$ cat src/rtl/seg7_pkg.sv
// Shared constants for the multiplexed 7-segment scanner: hex glyphs (active-high)
// and the slot state encoding.
package seg7_pkg;

    localparam logic [6:0] SEG_0 = 7'h3F;
    localparam logic [6:0] SEG_1 = 7'h06;
    localparam logic [6:0] SEG_2 = 7'h5B;
    localparam logic [6:0] SEG_3 = 7'h4F;
    localparam logic [6:0] SEG_4 = 7'h66;
    localparam logic [6:0] SEG_5 = 7'h6D;
    localparam logic [6:0] SEG_6 = 7'h7D;
    localparam logic [6:0] SEG_7 = 7'h07;
    localparam logic [6:0] SEG_8 = 7'h7F;
    localparam logic [6:0] SEG_9 = 7'h6F;
    localparam logic [6:0] SEG_A = 7'h77;
    localparam logic [6:0] SEG_B = 7'h7C;
    localparam logic [6:0] SEG_C = 7'h39;
    localparam logic [6:0] SEG_D = 7'h5E;
    localparam logic [6:0] SEG_E = 7'h79;
    localparam logic [6:0] SEG_F = 7'h71;

    // Active-low "all segments dark" pin value.
    localparam logic [6:0] SEG_OFF = 7'h7F;

    typedef enum logic {
        DEAD  = 1'b0,
        DRIVE = 1'b1
    } slot_t;

endpackage

$ cat src/rtl/seg7scan_if.sv
// Display data bundle between the time-keeping logic (master) and the scanner (slave).
interface seg7scan_if #(
    parameter int NDIG = 4
) ();
    logic [4*NDIG-1:0] DIN;
    logic [NDIG-1:0]   DPIN;
    logic              LOAD;
    logic              LZB;
    logic [NDIG-1:0]   BLINK;
    logic [6:0]        nSEG;
    logic              nDP;
    logic [NDIG-1:0]   nDIGIT;

    modport master (
        output DIN, DPIN, LOAD, LZB, BLINK,
        input  nSEG, nDP, nDIGIT
    );

    modport slave (
        input  DIN, DPIN, LOAD, LZB, BLINK,
        output nSEG, nDP, nDIGIT
    );
endinterface

$ cat src/rtl/hex7seg.sv
// Hex nibble to active-low gfedcba segment decoder.
module hex7seg
    import seg7_pkg::*;
(
    input  logic [3:0] nib,
    output logic [6:0] seg_n
);
    logic [6:0] pat;

    always_comb begin
        pat = SEG_0;
        case (nib)
            4'h0: pat = SEG_0;
            4'h1: pat = SEG_1;
            4'h2: pat = SEG_2;
            4'h3: pat = SEG_3;
            4'h4: pat = SEG_4;
            4'h5: pat = SEG_5;
            4'h6: pat = SEG_6;
            4'h7: pat = SEG_7;
            4'h8: pat = SEG_8;
            4'h9: pat = SEG_9;
            4'hA: pat = SEG_A;
            4'hB: pat = SEG_B;
            4'hC: pat = SEG_C;
            4'hD: pat = SEG_D;
            4'hE: pat = SEG_E;
            4'hF: pat = SEG_F;
        endcase
    end

    assign seg_n = ~pat;
endmodule

$ cat src/rtl/seg7scan.sv
// Time-multiplexed common-anode 7-segment driver with dead-time, leading-zero
// blanking and per-digit blink.
//
//   state | meaning
//   DEAD  | prescaler < DEADT, every digit and segment dark (anti-ghosting gap)
//   DRIVE | prescaler >= DEADT, digit at the scan index is lit unless blanked
module seg7scan
    import seg7_pkg::*;
#(
    parameter int NDIG    = 4,
    parameter int SCANDIV = 50000,
    parameter int DEADT   = 500,
    parameter int BLINKFR = 125
) (
    input  logic       CLK,
    input  logic       nRST,
    seg7scan_if.slave  bus
);
    localparam int PW = (SCANDIV > 1) ? $clog2(SCANDIV) : 1;
    localparam int IW = (NDIG > 1)    ? $clog2(NDIG)    : 1;
    localparam int FW = (BLINKFR > 1) ? $clog2(BLINKFR) : 1;

    logic [PW-1:0]     psc;
    logic [IW-1:0]     idx;
    logic [FW-1:0]     fcnt;
    logic              phase;
    logic [4*NDIG-1:0] sh_din;
    logic [NDIG-1:0]   sh_dp;

    slot_t             state;
    logic [3:0]        nib;
    logic [6:0]        seg_n;
    logic [NDIG-1:0]   lzmask;
    logic              allz;
    logic              blank;
    logic [NDIG-1:0]   dig_sel;

    always_ff @(posedge CLK or negedge nRST) begin
        if (!nRST) begin
            psc   <= '0;
            idx   <= '0;
            fcnt  <= '0;
            phase <= 1'b0;
        end else if (psc == PW'(SCANDIV - 1)) begin
            psc <= '0;
            if (idx == IW'(NDIG - 1)) begin
                idx <= '0;
                if (fcnt == FW'(BLINKFR - 1)) begin
                    fcnt  <= '0;
                    phase <= ~phase;
                end else begin
                    fcnt <= fcnt + FW'(1);
                end
            end else begin
                idx <= idx + IW'(1);
            end
        end else begin
            psc <= psc + PW'(1);
        end
    end

    always_ff @(posedge CLK or negedge nRST) begin
        if (!nRST) begin
            sh_din <= '0;
            sh_dp  <= '0;
        end else if (bus.LOAD) begin
            sh_din <= bus.DIN;
            sh_dp  <= bus.DPIN;
        end
    end

    assign state = (psc < PW'(DEADT)) ? DEAD : DRIVE;

    // A digit is a leading zero when it and every more significant nibble are zero.
    always_comb begin
        lzmask = '0;
        allz   = 1'b1;
        for (int i = NDIG - 1; i >= 1; i--) begin
            allz      = allz && (sh_din[4*i +: 4] == 4'h0);
            lzmask[i] = allz;
        end
    end

    assign nib     = sh_din[int'(idx)*4 +: 4];
    assign blank   = (bus.LZB && lzmask[idx]) || (bus.BLINK[idx] && phase);
    assign dig_sel = NDIG'(1) << idx;

    hex7seg u_hex7seg (
        .nib   (nib),
        .seg_n (seg_n)
    );

    always_ff @(posedge CLK or negedge nRST) begin
        if (!nRST) begin
            bus.nSEG   <= SEG_OFF;
            bus.nDP    <= 1'b1;
            bus.nDIGIT <= '1;
        end else if (state == DEAD || blank) begin
            bus.nSEG   <= SEG_OFF;
            bus.nDP    <= 1'b1;
            bus.nDIGIT <= '1;
        end else begin
            bus.nSEG   <= seg_n;
            bus.nDP    <= ~sh_dp[idx];
            bus.nDIGIT <= ~dig_sel;
        end
    end
endmodule

$ cat src/flat_wrapper.sv
// flat-port wrapper written by rule: the top's interface ports become plain ports
module seg7scan_flat import seg7_pkg::*;
#(
    parameter int NDIG    = 4,
    parameter int SCANDIV = 50000,
    parameter int DEADT   = 500,
    parameter int BLINKFR = 125
)
  (CLK, nRST, bus_DIN, bus_DPIN, bus_LOAD, bus_LZB, bus_BLINK, bus_nSEG, bus_nDP, bus_nDIGIT);
  seg7scan_if #(.NDIG(NDIG)) bus_i ();
  input  logic CLK;
  input  logic nRST;
  input wire logic [$bits(bus_i.DIN)-1:0] bus_DIN;
  input wire logic [$bits(bus_i.DPIN)-1:0] bus_DPIN;
  input wire logic [$bits(bus_i.LOAD)-1:0] bus_LOAD;
  input wire logic [$bits(bus_i.LZB)-1:0] bus_LZB;
  input wire logic [$bits(bus_i.BLINK)-1:0] bus_BLINK;
  output wire logic [$bits(bus_i.nSEG)-1:0] bus_nSEG;
  output wire logic [$bits(bus_i.nDP)-1:0] bus_nDP;
  output wire logic [$bits(bus_i.nDIGIT)-1:0] bus_nDIGIT;
  assign bus_i.DIN = bus_DIN;
  assign bus_i.DPIN = bus_DPIN;
  assign bus_i.LOAD = bus_LOAD;
  assign bus_i.LZB = bus_LZB;
  assign bus_i.BLINK = bus_BLINK;
  assign bus_nSEG = bus_i.nSEG;
  assign bus_nDP = bus_i.nDP;
  assign bus_nDIGIT = bus_i.nDIGIT;
  seg7scan #(.NDIG(NDIG), .SCANDIV(SCANDIV), .DEADT(DEADT), .BLINKFR(BLINKFR)) u_core (.CLK(CLK), .nRST(nRST), .bus(bus_i));
endmodule
$ cat config.mk
export PLATFORM = sky130hd
export DESIGN_NAME = seg7scan_flat
export DESIGN_NICKNAME = d
export VERILOG_FILES = /design/src/rtl/seg7_pkg.sv /design/src/rtl/seg7scan_if.sv /design/src/rtl/hex7seg.sv /design/src/rtl/seg7scan.sv /design/src/flat_wrapper.sv
export SDC_FILE = /design/constraint.sdc
export NUM_CORES = 1
export LEC_CHECK = 0
export BUFFER_PORTS_ARGS = -buffer_cell sky130_fd_sc_hd__buf_2
export CORE_ASPECT_RATIO = 0.75
export CORE_MARGIN = 4
export CORE_UTILIZATION = 51
export DETAILED_ROUTE_END_ITERATION = 10
export PLACE_DENSITY = 0.83
export SYNTH_ARGS = -nofsm -noshare
export SYNTH_HDL_FRONTEND = slang
export SYNTH_SLANG_ARGS = --single-unit
$ cat constraint.sdc
create_clock -name CLK -period 2.2 [get_ports CLK]
set_input_delay 0.22 -clock CLK [delete_from_list [all_inputs] [get_ports CLK]]
set_output_delay 0.22 -clock CLK [all_outputs]
set_load 0.01 [all_outputs]
**After elaboration in Yosys (flattened, before gate mapping)**

Memory sizes are Yosys's and may differ from the RTL's.
Cells that the tools add are included.
W data, S select, Z words.

- Register bits after elaboration: 58
- Memory bits (read-only): 112
- Bits of input ports: 28
- Output and inout bits: 12
- Word-level logic and storage cells: 47
- Memories: 1

- Add/subtract/negate cells: 3
- Magnitude comparators: 2
- Equal/unequal tests: 3
- Shift operators: 2
- Mux-type cells: 12
- Bitwise logic cells: 4
- Reductions and logical operators: 11

Memory list:

| name | depth | width | rd ports | clocked after memory_dff | write ports | line | text |
|---|---|---|---|---|---|---|---|
| (no name shown) | 16 | 7 | 1 | 0 | 0 | hex7seg.sv:12 | `case (nib)` |

Operator list:

| kind | count |
|---|---|
| $add A16 B1 Y16 const B | 1 |
| $eq A16 B16 Y1 const B | 1 |
| $lt A16 B9 Y1 const B | 1 |
| $mux W16 | 1 |
| $shiftx A16 B5 Y4 | 1 |
| $mux W7 | 2 |
| $logic_not A4 Y1 | 3 |
| $add A7 B1 Y7 const B | 1 |
| $eq A7 B7 Y1 const B | 1 |
| $not A7 Y7 | 1 |
| $bmux W1 S2 | 3 |
| $logic_and A1 B1 Y1 | 4 |
| $mux W1 | 4 |
| $mux W4 | 1 |
| $not A4 Y4 | 1 |
| $shl A1 B2 Y4 const A | 1 |
| $lt A2 B3 Y1 const B | 1 |
| $reduce_and A3 Y1 | 1 |
| $add A2 B1 Y2 const B | 1 |
| $eq A2 B2 Y1 const B | 1 |
| $logic_or A1 B1 Y1 | 2 |
| $mux W2 | 1 |
| $not A1 Y1 | 2 |
| $reduce_and A2 Y1 | 1 |

**Logic depth before layout (Yosys ltp)**

Gate-level depths: netlist of run 1.

- Word-level depth: 9
- Gate-level depth with buffers: 8
- Gate-level depth less buffers: 7

**Hierarchy**

Synthesis of run 1 repeated with hierarchy kept, for this count alone.

- Cells, all modules: 251
- Area, all modules: 2981.6 um^2

Modules (own cells, without submodules):

| module | instances | cells each | area an instance (um^2) | sequential area each (um^2) |
|---|---|---|---|---|
| seg7scan | 1 | 220 | 2731.4 | 1466.4 |
| hex7seg | 1 | 31 | 250.2 | 0.0 |

**Least setup slack after synthesis of run 1**

No wires, ideal clock.

- Path type: register -> register
- Start: register u_core.psc[11]
- End: register u_core.fcnt[3]
- Setup time: 0.132 ns
- Arrival: 1.911 ns
- Data required time: 2.068 ns
- Path slack: 0.157 ns
- Cell stages (with the launch flop): 6
- Buffers on the path: 1
- Clock period less this slack: 2.043 ns
- Path through: dfrtp_1 -> or4_4 -> or4_1 -> buf_2 -> o31ai_1 -> o31ai_1

- Word-level cells in the longest chain between the ends: 2

Ends and longest elaborated chain:

| item | line | text |
|---|---|---|
| from (decl) | seg7scan.sv:23 | `logic [PW-1:0] psc;` |
| from (signal assigned) | seg7scan.sv:58 | `psc <= psc + PW'(1);` |
| $eq A16 B16 Y1 | seg7scan.sv:44 | `end else if (psc == PW'(SCANDIV - 1)) begin` |
| $reduce_and A2 Y1 (no source line) | -- |  |
| to (signal assigned) | seg7scan.sv:52 | `fcnt <= fcnt + FW'(1);` |
| to (decl) | seg7scan.sv:25 | `logic [FW-1:0] fcnt;` |

No other way between the ends.
A chain may end at the register's enable or synchronous reset.

**Worst setup path after layout of run 1**

- Start: register u_core.psc[7]
- End: register u_core.fcnt[4]

Same word-level chain as after synthesis.

==> results.sh, run 1 <==
export IMPL_post_cts_buffers=0
export IMPL_cts_htree_levels=3
export IMPL_p_leak_nw=1.504
export IMPL_drt_iter0_drc=114
export IMPL_die_x_um=95.38
export IMPL_place_gp_congestion=0.8248
export IMPL_cp_data_arrival_time_ns=2.29
export IMPL_grtUsageTotal=0.1932
export IMPL_tightest_slew_ns=0.6390
export IMPL_critPathBufInv=0
export IMPL_drive_gt1_frac=0.3742
export IMPL_synth_top_cells_by_count="dfrtp_1, nand3_1, mux2_2"
export IMPL_clk_pin_slew_ns=0.07
export IMPL_synth_edf_count=0
export IMPL_cts_buffer_depth=2
export IMPL_drv_slew=0
export IMPL_nNetsFinal=338
export IMPL_status="finished, final reports clean"
export IMPL_drc=0
export IMPL_netlist_instances=249
export IMPL_finalCritPeriodShare=0.9366
export IMPL_cts_root_buffer="clkbuf_8"
export IMPL_setup_tns_ns=0
export IMPL_slew_headroom=0.5701
export IMPL_cap_violations=0
export IMPL_vias_per_cell=5.509
export IMPL_initial_core_util=0.5369
export IMPL_path_cells="or4b_1, or4_4, o31ai_1, o31ai_1"
export IMPL_p_per_area_nw_per_um2=775.7
export IMPL_synth_top_area_frac=0.3942
export IMPL_cts_tree="yes"
export IMPL_ys_flop_type="dfrtp_1"
export IMPL_final_antenna_net_count=0
export IMPL_cp_top_family="simple AND/OR/NAND/NOR gates"
export IMPL_avgSynthCellArea_um2=11.73
export IMPL_grt_pass1_vias=2036
export IMPL_area_growth_pct=21.34
export IMPL_overflow=0
export IMPL_core_area_um2=5439
export IMPL_cp_max_fo=9
export IMPL_placed_cell_area_um2=3239
export IMPL_wl_per_cell_um=15.65
export IMPL_cts_buffers_inserted=9
export IMPL_fmax_mhz=485.3
export IMPL_critPathRequiredTime_ns=2.43
export IMPL_fin_area_um2=3543
export IMPL_synth_nets=290
export IMPL_route_vias_total=2077
export IMPL_ys_seq_area_frac=0.5021
export IMPL_rows=23
export IMPL_synth_area_leaders="dfrtp_1, dfstp_2, mux2_2, ha_1, mux4_2"
export IMPL_crit_path_top_delay_cell="or4b_1"
export IMPL_final_setup_viol_count=0
export IMPL_synth_seq_cells=58
export IMPL_clock_sinks=58
export IMPL_num_io_pins=40
export IMPL_synth_distinct_cells=42
export IMPL_stdcell_count=377
export IMPL_die_h_um=73.54
export IMPL_dp_cells=360
export IMPL_clock_skew_ns=0.009960
export IMPL_critPathMostFrequentCell="o31ai_1"
export IMPL_yosys_cell_count_top_type="dfrtp_1"
export IMPL_grt_max_degree=35
export IMPL_fin_crit_ns=2.061
export IMPL_placement_io_buffers=39
export IMPL_async_flop_share=1.000
export IMPL_critPathKind="register to register"
export IMPL_grt_pass1_wl_um=10040
export IMPL_clock_latency_ns=0.35
export IMPL_antenna_found_initial=0
export IMPL_critPathCaptureType="register"
export IMPL_firstDrtPassIters=5
export IMPL_rsz0062_at_grt="false"
export IMPL_fp_dieArea_um2=7013
export IMPL_synthesis_area_um2=2920
export IMPL_hold_path_class="input pin to register"
export IMPL_n_antenna_cell=0
export IMPL_ir_drop_mv=0.7014
export IMPL_dp_hpwl_um=4265
export IMPL_hold_violations=0
export IMPL_yosys_warnings=0
export IMPL_yosysTopAreaCell="dfrtp_1"
export IMPL_cpPeakStageDelay_ns=0.59
export IMPL_totalWireLength_um=5899
export IMPL_startpoint_type="register"
[path summary, 6_finish.rpt]
check / depth (start not counted) / from / slack (ns) / end
worst max-delay path: 4 / u_core.psc[7]$_DFF_PN0_ / 0.14 / u_core.fcnt[4]$_DFFE_PN0P_
worst min-delay path: 2 / bus_DIN[14] / 0.1 / u_core.sh_din[14]$_DFFE_PN0P_
max in group asynchronous: 3 / nRST / 1.16 / u_core.bus.nDP$_DFF_PN1_
min in group asynchronous: 2 / nRST / 0.40 / u_core.sh_din[1]$_DFFE_PN0P_
worst min register to register: 1 / u_core.phase$_DFFE_PN0P_ / 0.48 / u_core.phase$_DFFE_PN0P_
worst max register to register: 4 / u_core.psc[7]$_DFF_PN0_ / 0.14 / u_core.fcnt[4]$_DFFE_PN0P_
[registers in the layout, summed over array words and instances, names as in the netlist]
signal,flops
u_core.phase,1
u_core.bus.nSEG,7
u_core.idx,2
u_core.bus.nDIGIT,4
u_core.sh_dp,4
u_core.bus.nDP,1
u_core.fcnt,7
u_core.sh_din,16
u_core.psc,16
[cell families (layout without fill, tap and decap cells)]
group | after synthesis | after routing | synth area share
compound gates | 28 | 28 | 0.06727
xor+xnor | 13 | 13 | 0.03899
fa+ha+maj | 13 | 13 | 0.05570
buf+inv | 23 | 76 | 0.03128
flops | 58 | 58 | 0.5021
mux | 34 | 34 | 0.1525
simple gates | 80 | 80 | 0.1521
[metal layers]
metal,vias up,wire [µm],global-route usage
li1,1001,-,-
met1,999,2703,0.2664
met2,69,2659,0.2808
met3,8,454,0.07677
met4,0,81,0.06151
met5,-,0,0
[stage by stage]
| stage | utilization | hold WS [ns] | power [W] | worst slack [ns] |
|---|---|---|---|---|
| after floorplan | - | -0.07559 | 0.001264 | 0.1567 |
| after global routing | 0.6515 | 0.07705 | 0.002849 | 0.001303 |
| final | 0.6515 | 0.09679 | 0.002749 | 0.1394 |
| after CTS | 0.6506 | 0.08741 | 0.002767 | 0.007464 |
| after global placement | 0.5956 | 0.2464 | 0.001338 | 0.07213 |
| after detailed placement | 0.5956 | 0.2457 | 0.001349 | 0.01675 |
[placed cells by master, fill, tap and decap left out, types with 7 or more instances in the layout]
cell type | synthesis | routed
buf_2 | 4 | 39
o31ai_1 | 8 | 8
dfstp_2 | 12 | 12
inv_1 | 11 | 11
nand3_1 | 25 | 25
dfrtp_1 | 46 | 45
xor2_1 | 7 | 7
clkbuf_8 | 0 | 9
ha_1 | 13 | 13
nor4_1 | 7 | 7
buf_4 | 0 | 8
nand2_1 | 10 | 10
mux2_2 | 24 | 24
nor2_1 | 9 | 9
[where the power goes]
part	internal (W)	switching (W)	total, W	leakage, nW
combinational	0.000104	0.0000922	0.000197	0.661
sequential	0.00110	0.0000297	0.00113	0.707
clock	0.000981	0.000437	0.00142	0.136
[timing repair]
action / CTS / global route
hold buffers: 1 / 0
endpoints found under the hold margin: 15 / 0
setup endpoints to repair: 0 / 6
gates resized for setup: 0 / 2
[cell type report]
type	instances	area (µm²)
clock buffers	9	123.9
clock inverters	7	165.2
fillers	404	1896
inverters	11	41.29
multi-input cells	168	1366
flip-flops and latches	58	1468
well taps	75	93.84
repair buffers	49	285.3
Power figures use the tool's default switching activity.
==> run 2, diff against run 1 <==
--- a/config.mk
+++ b/config.mk
@@ -6,9 +6,11 @@
 export NUM_CORES = 1
 export LEC_CHECK = 0
 export BUFFER_PORTS_ARGS = -buffer_cell sky130_fd_sc_hd__buf_2
+export CELL_PAD_IN_SITES_DETAIL_PLACEMENT = 0
+export CELL_PAD_IN_SITES_GLOBAL_PLACEMENT = 1
 export CORE_ASPECT_RATIO = 0.75
 export CORE_MARGIN = 4
-export CORE_UTILIZATION = 51
+export CORE_UTILIZATION = 41
 export DETAILED_ROUTE_END_ITERATION = 10
 export PLACE_DENSITY = 0.83
 export SYNTH_ARGS = -nofsm -noshare
==> run 2 against run 1 <==
- sequential share of layout area up 0.29 points
- first-iteration DRC count shrank 30%
- core utilization shrank 14 points
- final area decreased by 0.78%
- maximum frequency about the same
- clock skew decreased by 0.00070 ns
- count of clock-buffer cells in the layout up 2
- clock power down 23%
- cell count up 6.6%
==> results.sh, run 2 (synthesis results as in run 1) <==
export IMPL_clock_latency_ns=0.34
export IMPL_wl_per_cell_um=15.11
export IMPL_drv_slew=0
export IMPL_rows=26
export IMPL_regArea_um2=1466
export IMPL_startpoint_type="register"
export IMPL_num_fill_cells=599
export IMPL_cts_tree="yes"
export IMPL_placement_io_buffers=39
export IMPL_fp_dieArea_um2=8551
export IMPL_postLayoutCoreUtil=0.5122
export IMPL_cap_violations=0
export IMPL_dp_hpwl_um=4476
export IMPL_path_cells="or4_4, or4_4, o31ai_1, o31ai_1"
export IMPL_area_growth_pct=20.39
export IMPL_grt_pass1_wl_um=10310
export IMPL_setup_slack_ns=0.1386
export IMPL_clock_sinks=58
export IMPL_totalWireLength_um=6074
export IMPL_cts_buffers_inserted=9
export IMPL_antenna_found_initial=0
export IMPL_n_antenna_cell=0
export IMPL_cts_htree_levels=3
export IMPL_rsz0062_at_grt="false"
export IMPL_grt_pass1_vias=2094
export IMPL_cts_buffer_depth=2
export IMPL_regToRegSetupSlack_ns=0.14
export IMPL_grt_max_degree=34
export IMPL_fmax_mhz=485.1
export IMPL_vias_per_cell=5.147
export IMPL_overflow=0
export IMPL_ir_drop_mv=0.4301
export IMPL_stdcell_count=402
export IMPL_fin_crit_ns=2.061
export IMPL_p_per_area_nw_per_um2=689.5
export IMPL_critPathKind="register to register"
export IMPL_clock_skew_ns=0.009258
export IMPL_num_io_pins=40
export IMPL_nNetsFinal=340
export IMPL_drt_iter0_drc=80
export IMPL_slew_headroom=0.6015
export IMPL_tightest_slew_ns=0.5923
export IMPL_clk_pin_slew_ns=0.07
export IMPL_final_cell_mix="dfrtp_1, buf_2, nand3_1"
export IMPL_final_common_cell="dfrtp_1"
export IMPL_hold_path_class="input pin to register"
export IMPL_critPathRequiredTime_ns=2.41
export IMPL_route_vias_total=2069
export IMPL_drive_gt1_frac=0.3717
export IMPL_dp_cells=385
export IMPL_reg2reg_depth=4
export IMPL_setup_tns_ns=0
export IMPL_core_area_um2=6864
export IMPL_min_to="u_core.sh_dp[3]$_DFFE_PN0P_"
export IMPL_grtUsageTotal=0.1555
export IMPL_status="finished, final reports clean"
export IMPL_post_cts_buffers=0
export IMPL_path_depth=4
export IMPL_cts_root_buffer="clkbuf_8"
export IMPL_hold_start="bus_DPIN[3]"
export IMPL_p_leak_nw=1.487
export IMPL_firstDrtPassIters=4
export IMPL_post_place_ws_ns=0.05387
export IMPL_finalCritPeriodShare=0.9370
export IMPL_r2r_start="u_core.psc[10]$_DFF_PN0_"
export IMPL_final_antenna_net_count=0
export IMPL_drc=0
export IMPL_multi_input_area_um2=1366
export IMPL_hold_violations=0
export IMPL_final_setup_viol_count=0
export IMPL_place_gp_congestion=0.8204
export IMPL_critPathBufInv=0
export IMPL_initial_core_util=0.4254
export IMPL_cp_data_arrival_time_ns=2.28
export IMPL_critPathCaptureType="register"
export IMPL_die_x_um=105.5
export IMPL_cp_top_family="simple AND/OR/NAND/NOR gates"
export IMPL_r2r_end="u_core.fcnt[5]$_DFFE_PN0P_"
export IMPL_crit_path_top_delay_cell="or4_4"
export IMPL_reg_largest_list="u_core.psc x16, u_core.sh_din x16"
export IMPL_die_h_um=81.09
export IMPL_cp_max_fo=6
export IMPL_holdPathStages=2
export IMPL_cpPeakStageDelay_ns=0.60
[run 2: worst max-delay path by stage]
stage / from / end
after floorplan: u_core.psc[11]$_DFF_PN0_ / u_core.fcnt[3]$_DFFE_PN0P_
after global placement: u_core.psc[10]$_DFF_PN0_ / u_core.fcnt[4]$_DFFE_PN0P_
after detailed placement: u_core.psc[10]$_DFF_PN0_ / u_core.fcnt[5]$_DFFE_PN0P_
after CTS: u_core.psc[10]$_DFF_PN0_ / u_core.fcnt[5]$_DFFE_PN0P_
after global routing: u_core.psc[10]$_DFF_PN0_ / u_core.fcnt[5]$_DFFE_PN0P_
final: u_core.psc[10]$_DFF_PN0_ / u_core.fcnt[5]$_DFFE_PN0P_
[run 2: worst reg2reg max path, stage by stage (launching register included)]
cell and delay (ns):
dfrtp_1 0.41, or4_4 0.56, or4_4 0.60, o31ai_1 0.26, o31ai_1 0.11
[run 2: timing repair]
| action | CTS | global route |
|---|---|---|
| hold endpoints to repair | 25 | 0 |
| hold buffers | 1 | 0 |
| setup endpoints to repair | 0 | 3 |
| resized for setup | 0 | 1 |
[run 2: per-layer routing]
metal  up-vias  wire length (µm)  global-route usage
met5         -                 0                   0
met4         0               104             0.05505
met3         9               300             0.05242
met2        46              2511              0.2258
met1      1006              3158              0.2172
li1       1008                 -                   -
[run 2: power breakdown]
group,internal (W),leakage [nW],switching [W]
Combinational,0.000105,0.669,0.0000941
Clock,0.000665,0.109,0.000428
Sequential,0.00110,0.709,0.0000284
[run 2: final cells by class]
class,count,area share
Clock buffer,11,0.04021
Clock inverter,5,0.02206
Timing Repair Buffer,51,0.08541
Sequential cell,58,0.4171
Multi-Input combinational cell,168,0.3886
Tap cell,98,0.03488
Inverter,11,0.01174
[run 2: per-stage QoR]
| step | area [µm²] | hold WS [ns] | power (W) |
|---|---|---|---|
| finish | 3516 | 0.1050 | 0.002424 |
| global route | 3516 | 0.09089 | 0.002537 |
| CTS | 3512 | 0.09025 | 0.002448 |
| detailed placement | 3283 | 0.2564 | 0.001349 |
| global placement | 3283 | 0.2560 | 0.001344 |
| floorplan | 2920 | -0.07559 | 0.001264 |
==> run 3, diff against run 2 <==
--- a/config.mk
+++ b/config.mk
@@ -12,6 +12,7 @@
 export CORE_MARGIN = 4
 export CORE_UTILIZATION = 41
 export DETAILED_ROUTE_END_ITERATION = 10
+export MAX_ROUTING_LAYER = met4
 export PLACE_DENSITY = 0.83
 export SYNTH_ARGS = -nofsm -noshare
 export SYNTH_HDL_FRONTEND = slang
==> run 3 against run 2 <==
- first-iteration DRC count shrank 18%
- die area unchanged
- via count is 0.14% higher
- global-route usage is 0.52 points higher
- highest routed layer unchanged
==> results.sh, run 3 (synthesis results as in run 1) <==
export IMPL_final_antenna_net_count=0
export IMPL_cp_top_family="simple AND/OR/NAND/NOR gates"
export IMPL_regArea_um2=1466
export IMPL_overflow=0
export IMPL_critPathKind="register to register"
export IMPL_nNetsFinal=340
export IMPL_startpoint_type="register"
export IMPL_critPathCaptureType="register"
export IMPL_p_leak_nw=1.487
export IMPL_final_common_cell="dfrtp_1"
export IMPL_cp_data_arrival_time_ns=2.28
export IMPL_drt_iter0_drc=66
export IMPL_reg_largest_list="u_core.psc x16, u_core.sh_din x16"
export IMPL_fin_area_um2=3516
export IMPL_finalCritPeriodShare=0.9388
export IMPL_hold_violations=0
export IMPL_rsz0062_at_grt="false"
export IMPL_slew_headroom=0.6015
export IMPL_antenna_found_initial=0
export IMPL_num_fill_cells=599
export IMPL_grt_pass1_vias=2090
export IMPL_drive_gt1_frac=0.3717
export IMPL_drv_slew=0
export IMPL_pwr_share_clk=0.452
export IMPL_totalWireLength_um=6108
export IMPL_setup_slack_ns=0.1347
export IMPL_placed_cell_area_um2=3283
export IMPL_fp_dieArea_um2=8551
export IMPL_ir_drop_mv=0.4304
export IMPL_switchingPower_w=0.0005548
export IMPL_num_io_pins=40
export IMPL_multi_input_area_um2=1366
export IMPL_grtUsageTotal=0.1607
export IMPL_cap_violations=0
export IMPL_initial_core_util=0.4254
export IMPL_core_area_um2=6864
export IMPL_post_cts_buffers=0
export IMPL_status="finished, final reports clean"
export IMPL_cts_root_buffer="clkbuf_8"
export IMPL_fmax_mhz=484.2
export IMPL_cts_buffer_depth=2
export IMPL_combPwrFrac=0.082
export IMPL_path_cells="or4_4, or4_4, o31ai_1, o31ai_1"
export IMPL_setup_tns_ns=0
export IMPL_hold_path_class="input pin to register"
export IMPL_cp_max_fo=6
export IMPL_vias_per_cell=5.154
export IMPL_die_h_um=81.09
export IMPL_clk_pin_slew_ns=0.07
export IMPL_firstDrtPassIters=4
export IMPL_tightest_slew_ns=0.5924
export IMPL_placement_io_buffers=39
export IMPL_seqPwrFrac=0.467
export IMPL_post_place_ws_ns=0.05387
export IMPL_critPathRequiredTime_ns=2.42
export IMPL_clock_latency_ns=0.35
export IMPL_wl_per_cell_um=15.19
export IMPL_final_setup_viol_count=0
export IMPL_cts_buffers_inserted=9
export IMPL_crit_path_top_delay_cell="or4_4"
export IMPL_critPathBufInv=0
export IMPL_p_per_area_nw_per_um2=690.8
export IMPL_cpPeakStageDelay_ns=0.60
export IMPL_fin_crit_ns=2.065
export IMPL_dp_hpwl_um=4476
export IMPL_internal_power_w=0.001874
export IMPL_area_growth_pct=20.39
export IMPL_die_x_um=105.5
export IMPL_place_gp_congestion=0.8328
export IMPL_cts_htree_levels=3
export IMPL_clock_sinks=58
export IMPL_n_antenna_cell=0
export IMPL_final_cell_mix="dfrtp_1, buf_2, nand3_1"
export IMPL_rows=26
export IMPL_cts_tree="yes"
export IMPL_drc=0
export IMPL_grt_pass1_wl_um=10340
export IMPL_route_vias_total=2072
export IMPL_sw_frac_of_total=0.2284
export IMPL_clock_skew_ns=0.01053
export IMPL_p_total_w=0.002429
export IMPL_grt_max_degree=34
## run 3: cell counts in the layout (fill, tap and decap cells not counted)
No cell type changed its count.
## run 3: power by group through the flow
stage / registers (W) / logic (W) / clock network [W]
floorplan: 0.00114 / 0.000125 / 0
global placement: 0.00115 / 0.000194 / 0
detailed placement: 0.00115 / 0.000198 / 0
CTS: 0.00113 / 0.000200 / 0.00112
global route: 0.00114 / 0.000222 / 0.00118
finish: 0.00113 / 0.000199 / 0.00110
## run 3: metal layers
layer | vias up | track usage | wire (µm)
met3 | 4 | 0.06195 | 352
met4 | 0 | 0.04325 | 52
li1 | 1007 | - | -
met2 | 50 | 0.2258 | 2547
met1 | 1011 | 0.2172 | 3155
met5 | - | - | 0
## run 3: repair_timing
action	4_1_cts	5_1_grt
setup endpoints to repair	0	3
hold endpoints to repair	25	0
hold buffers	1	0
resized for setup	0	1
## run 3: layout make-up
type                       count  share of cell area
clock buffer                  11             0.04021
clock inverter                 5             0.02206
inverter                      11             0.01174
multi-input combinational    168              0.3886
sequential                    58              0.4171
tap                           98             0.03488
timing repair buffer          51             0.08541
## run 3: through the flow
step	utilization	cells	hold slack, ns
floorplan	-	249	-0.07559
global placement	0.4783	385	0.2560
detailed placement	0.4783	385	0.2564
CTS	0.5117	402	0.09025
global route	0.5122	402	0.08588
finish	0.5122	402	0.09951
## run 3: worst paths after layout
path | startpoint | endpoint | slack [ns] | cells after the start
max in group asynchronous | nRST | u_core.bus.nSEG[4]$_DFF_PN1_ | 1.11 | 3
worst max-delay path | u_core.psc[10]$_DFF_PN0_ | u_core.fcnt[5]$_DFFE_PN0P_ | 0.13 | 4
worst max register to register | u_core.psc[10]$_DFF_PN0_ | u_core.fcnt[5]$_DFFE_PN0P_ | 0.13 | 4
min in group asynchronous | nRST | u_core.sh_din[12]$_DFFE_PN0P_ | 0.42 | 2
worst min-delay path | bus_DPIN[3] | u_core.sh_dp[3]$_DFFE_PN0P_ | 0.1 | 2
worst min register to register | u_core.psc[0]$_DFF_PN0_ | u_core.psc[0]$_DFF_PN0_ | 0.49 | 1
## run 3: worst register-to-register path, delay by kind of cell (launching register included)
kind,cells,cell delay (ns)
and+or+nand+nor,2,1.16
DFF,1,0.41
AOI/OAI and AO/OA,2,0.37
